File: config.mk
export PLATFORM = sky130hd
export DESIGN_NAME = periph_req_fifo_pe
export DESIGN_NICKNAME = d
export VERILOG_FILES = /design/src/rtl/periph_req_fifo_pe.sv
export SDC_FILE = /design/constraint.sdc
export NUM_CORES = 1
export LEC_CHECK = 0
export BUFFER_PORTS_ARGS = -buffer_cell sky130_fd_sc_hd__buf_2
export CORE_ASPECT_RATIO = 0.75
export CORE_MARGIN = 3
export CORE_UTILIZATION = 37
export DETAILED_ROUTE_END_ITERATION = 10
export GPL_ROUTABILITY_DRIVEN = 0
export GPL_TIMING_DRIVEN = 0
export PLACE_DENSITY_LB_ADDON = 0.15
export SYNTH_ARGS = -nofsm -noshare
export SYNTH_HDL_FRONTEND = slang
export SYNTH_SLANG_ARGS = --single-unit
File: constraint.sdc
create_clock -name clk -period 2 [get_ports clk]
set_input_delay 0.4 -clock clk [delete_from_list [all_inputs] [get_ports clk]]
set_output_delay 0.4 -clock clk [all_outputs]
set_load 0.01 [all_outputs]
File: src/rtl/periph_req_fifo_pe.sv
// rtl/periph_req_fifo_pe.sv - elastic request FIFO with registered response return path
module periph_req_fifo_pe #(
    parameter int ID_WIDTH   = 20,
    parameter int ADDR_WIDTH = 32,
    parameter int DATA_WIDTH = 32,
    parameter int BE_WIDTH   = DATA_WIDTH / 8,
    parameter int DEPTH      = 2
) (
    input  logic                         clk,
    input  logic                         rst_n,
    // upstream (arbiter side)
    input  logic                         data_req_i,
    input  logic [ADDR_WIDTH-1:0]        data_add_i,
    input  logic                         data_wen_i,
    input  logic [DATA_WIDTH-1:0]        data_wdata_i,
    input  logic [BE_WIDTH-1:0]          data_be_i,
    input  logic [ID_WIDTH-1:0]          data_ID_i,
    output logic                         data_gnt_o,
    // downstream (slave side)
    output logic                         data_req_o,
    output logic [ADDR_WIDTH-1:0]        data_add_o,
    output logic                         data_wen_o,
    output logic [DATA_WIDTH-1:0]        data_wdata_o,
    output logic [BE_WIDTH-1:0]          data_be_o,
    output logic [ID_WIDTH-1:0]          data_ID_o,
    input  logic                         data_gnt_i,
    // response return path
    input  logic                         data_r_valid_i,
    input  logic [DATA_WIDTH-1:0]        data_r_rdata_i,
    input  logic [ID_WIDTH-1:0]          data_r_ID_i,
    output logic                         data_r_valid_o,
    output logic [DATA_WIDTH-1:0]        data_r_rdata_o,
    output logic [ID_WIDTH-1:0]          data_r_ID_o,
    output logic [$clog2(DEPTH+1)-1:0]   count_o
);

    localparam int PTR_W = $clog2(DEPTH);
    localparam int CNT_W = $clog2(DEPTH + 1);
    localparam int ENT_W = ADDR_WIDTH + 1 + DATA_WIDTH + BE_WIDTH + ID_WIDTH;

    logic [ENT_W-1:0] mem [DEPTH];
    logic [PTR_W-1:0] wr_ptr;
    logic [PTR_W-1:0] rd_ptr;
    logic [CNT_W-1:0] count;
    logic             push;
    logic             pop;
    logic [ENT_W-1:0] head;

    // Grant and request come only from the occupancy register, so neither
    // side sees a combinational path from the other side's handshake.
    assign data_gnt_o = (count != CNT_W'(DEPTH));
    assign data_req_o = (count != '0);
    assign push       = data_req_i & data_gnt_o;
    assign pop        = data_req_o & data_gnt_i;
    assign count_o    = count;

    assign head = mem[rd_ptr];
    assign {data_add_o, data_wen_o, data_wdata_o, data_be_o, data_ID_o} = head;

    // Entry storage; cleared on reset so idle payload outputs read as zero.
    always_ff @(posedge clk or negedge rst_n) begin
        if (!rst_n) begin
            for (int i = 0; i < DEPTH; i++) begin
                mem[i] <= '0;
            end
        end else if (push) begin
            mem[wr_ptr] <= {data_add_i, data_wen_i, data_wdata_i, data_be_i, data_ID_i};
        end
    end

    // Pointers wrap naturally since DEPTH is a power of two.
    always_ff @(posedge clk or negedge rst_n) begin
        if (!rst_n) begin
            wr_ptr <= '0;
            rd_ptr <= '0;
        end else begin
            if (push) begin
                wr_ptr <= wr_ptr + PTR_W'(1);
            end
            if (pop) begin
                rd_ptr <= rd_ptr + PTR_W'(1);
            end
        end
    end

    // Occupancy: simultaneous push and pop leaves it unchanged.
    always_ff @(posedge clk or negedge rst_n) begin
        if (!rst_n) begin
            count <= '0;
        end else begin
            case ({push, pop})
                2'b10:   count <= count + CNT_W'(1);
                2'b01:   count <= count - CNT_W'(1);
                default: count <= count;
            endcase
        end
    end

    // Response path is a plain one-cycle register stage with no backpressure.
    always_ff @(posedge clk or negedge rst_n) begin
        if (!rst_n) begin
            data_r_valid_o <= 1'b0;
            data_r_rdata_o <= '0;
            data_r_ID_o    <= '0;
        end else begin
            data_r_valid_o <= data_r_valid_i;
            data_r_rdata_o <= data_r_rdata_i;
            data_r_ID_o    <= data_r_ID_i;
        end
    end

endmodule

==> impl_summary.txt <==
----------------------------------------------------
[Status]
  Result of the run ... complete, but fails checks
  Failing checks ... negative setup slack

[Job]
  Max capacitance violation total ... 0

[Clock tree]
  CTS H-tree lvls ... 1
  TritonCTS clock tree ... built
  Clk pin slew, worst setup/hold paths ... roughly 0.06 ns
  Clock tree root buffer cell ... clkbuf_16
  Clock latency reported for the late side of the worst-skew pair ... just over 0.5 ns
  Clock buffer count from CTS ... 25
  # clock sinks ... 235
  Maximum number of buffers from clock root to sink ... 3

[Floorplan]
  Std-Cell Rows ... 49
  Chip Width ... between 150 and 200 um
  Floorplan core area ... between 20000 and 25000 um2
  Initial cell density of the core ... 0.3819
  I/O pins ... about 290
  Die Y ... 143.3 um
  Area enclosed by the die boundary ... about 27000 um2

[Timing]
  Max transition margin ... 0.4218
  RSZ-0062 raised after global routing ... true
  Crit path setup slack, layout ... -0.1061 ns
  Post-Route Skew ... around 0.0077 ns
  Achievable Freq ... 474.8 MHz
  Number of setup violations in the final report ... 89
  Actual slew at the worst max-slew pin ... approximately 0.87 ns
  Fraction of the cycle the final worst path needs ... 1.053
  Post-route minimum period ... approximately 2.1 ns
  Hold violation total from the final report ... 0
  Slew Limit Fails ... 0

[Power and ir drop]
  Power density over the cells ... 1715 nW/um2
  Overall power of the completed layout ... ~0.023 W
  Leak Pwr ... ~6.1 nW
  Maximum ir drop on the vdd rail ... 0.8645 mV

[Setup path]
  Startpoint of the lowest-slack register-to-register path ... count_o[0]
  Slowest library cell on the worst path ... dfrtp_2
  Reg2Reg Capture Point ... mem[171]
  Critical Path Sink Type ... output pin
  Cell-by-cell listing of the critical path ... buf_12 > buf_12 > mux2_2 > buf_2
  Critical path startpoint category ... flip-flop
  Worst Setup Path Type ... flip-flop to output pin
  Worst Path Max Fanout ... 10
  Data arrival time at the worst-slack endpoint ... about 1.7 ns
  Critical path's most frequent cell ... buf_12
  Critical path data required time ... roughly 1.6 ns
  Worst Path Buf+Inv ... 3
  R2R Setup Slk ... about 0.22 ns
  Family with the most delay on the worst path ... buffers and inverters
  Crit path largest cell delay ... roughly 0.40 ns
  Worst reg-to-reg path cell count ... 6

[Logic synthesis]
  Dominant cells by area after synthesis ... dfrtp_1 63%, mux2_2 30%, mux2_4 3.2%
  Netlist area before placement ... between 9000 and 10000 um2
  Register bit total from synthesis ... between 200 and 250
  Number of instances in the synthesized netlist ... 545
  Synth cell types ... 18
  Syn Nets ... slightly below 700
  Post-synthesis cell type with the largest combined area ... dfrtp_1
  Sequential element share of the synthesized area ... 0.6326
  Area share of the leading cell type in the synthesized netlist ... 0.6326
  YS warnings ... 0
  Mean instance size in the synthesized netlist ... roughly 17 um2

[Detailed routing]
  DRC Markers ... 0
  First-iteration detailed-routing DRC count ... 159
  Average detailed-routed wire length per instance ... around 18 um
  Post-Route WL ... 23480 um
  Total number of vias ... just under 6000
  Routed vias/inst ... about 4.6
  ANT nets after route ... 0
  First-pass iteration count of the detailed router ... 4

[Finish]
  Signed area change from the synthesized netlist to the final layout ... 41.64%
  Post-route design area ... around 13000 um2
  Share of cells above drive strength 1 ... 0.6763
  Final net count ... ~1100

[Global routing]
  Total GRT Usage ... 0.1708
  Met1 track demand over resource ... 0.2173
  Busiest layer in global routing ... met2
  Antenna violations before repair ... 5
  Met2 track demand over resource ... 0.2861
  Overflow after GRT ... 0
  Met3 global-route usage ... 0.05791
  First-pass GRT wire length ... around 37000 um
  Vias in the first global route ... 6697
  Pin count of the biggest net entering global routing ... between 100 and 150

[Placement]
  PortBufs ... 291
  Dpl hpwl ... around 16000 um
  Placement Cell Area ... approximately 11000 um2
  Setup slack at placement ... -0.1657 ns

[Worst hold path]
  Number of cells on the worst hold path ... 2
  Hold Path Class ... input pin to flip-flop
  Sink of the worst hold path ... mem[24]
  Min-Delay Startpoint ... data_wdata_i[0]

----------------------------------------------------
==> how the worst max path moves through the flow <==
stage	startpoint	endpoint	slack, ns	cells past startpoint
after floorplan	count_o[0]	count_o[1]	0.37	5
after global placement	rst_n	mem[4]	-3.27	1
after detailed placement	rd_ptr	data_wdata_o[2]	-0.17	4
after CTS	rd_ptr	data_ID_o[6]	-0.14	4
after global routing	rd_ptr	data_wdata_o[4]	-0.16	4
final	rd_ptr	data_wdata_o[5]	-0.11	4
==> cells in the mapped netlist, drive strengths merged <==
cell      n
mux2    267
dfrtp   235
buf      29
xnor2     3
xor2      2
and2      1
and3      1
and3b     1
clkbuf    1
ha        1
nand2     1
nand2b    1
nor2      1
or2       1
==> metrics by stage <==
stage	TNS, ns	hold WS, ns	instances	util
global route	-12.26	0.1085	1271	0.5410
CTS	-10.40	0.09993	1270	0.5340
global placement	-773.11	0.4689	1167	0.4588
finish	-6.905	0.1301	1271	0.5410
detailed placement	-12.40	0.4844	1168	0.4603
floorplan	0	0.1044	545	-
==> where the power goes <==
part	switching, W	leakage [nW]	internal [W]
Combinational	0.00408	2.94	0.00642
Clock	0.00183	0.385	0.00257
Sequential	0.000956	2.76	0.00673
Total	0.00687	6.08	0.0157
==> state kept, by name, summed over array words and instances, names as in the netlist <==
register,cells
count_o,2
mem,178
rd_ptr,1
data_r_rdata_o,32
data_r_ID_o,20
wr_ptr,1
data_r_valid_o,1
==> placed cells by master (no fill, tap or decap), types with 2 or more instances in the layout <==
cell	n
mux2_2	236
dfrtp_1	234
buf_2	224
buf_6	69
dlygate4sd3_1	54
mux2_4	31
clkbuf_16	25
buf_4	16
buf_12	9
clkbuf_8	7
buf_8	5
clkbuf_1	5
clkinv_2	4
clkinvlp_4	4
xnor2_1	3
xor2_1	2
==> layout make-up <==
class	instances	area [um2]
Fill cell	1995	11170
Sequential cell	235	5882
Multi-Input combinational cell	280	3228
Timing Repair Buffer	349	2486
Clock buffer	37	740.7
Tap cell	331	414.1
Buffer	29	355.3
Clock inverter	9	58.81
Antenna cell	1	2.502
==> cell families (layout without fill, tap and decap cells) <==
family	Yosys count	after routing	share of synthesized area
XOR/XNOR	5	5	0.004711
AND/OR/NAND/NOR	7	7	0.005249
adder cells (fa/ha/maj)	1	1	0.001346
other	0	1	0
buffers and inverters	30	424	0.02463
flip-flops	235	235	0.6326
multiplexers	267	267	0.3315
==> metal layers <==
metal / up-vias / share of wire
met1: 2981 / 0.42
met2: 192 / 0.48
met4: 8 / 0.020
met5: - / 0.0021
met3: 42 / 0.080
li1: 2682 / -
==> what timing repair did <==
action,in CTS,in global routing
hold endpoints to repair,116,0
hold buffers,54,0
resized for setup,85,34
pin swaps,0,0
setup buffers,3,0
setup endpoints to repair,89,89
cloned,0,0
No activity file was read; power rests on OpenSTA's default activity.
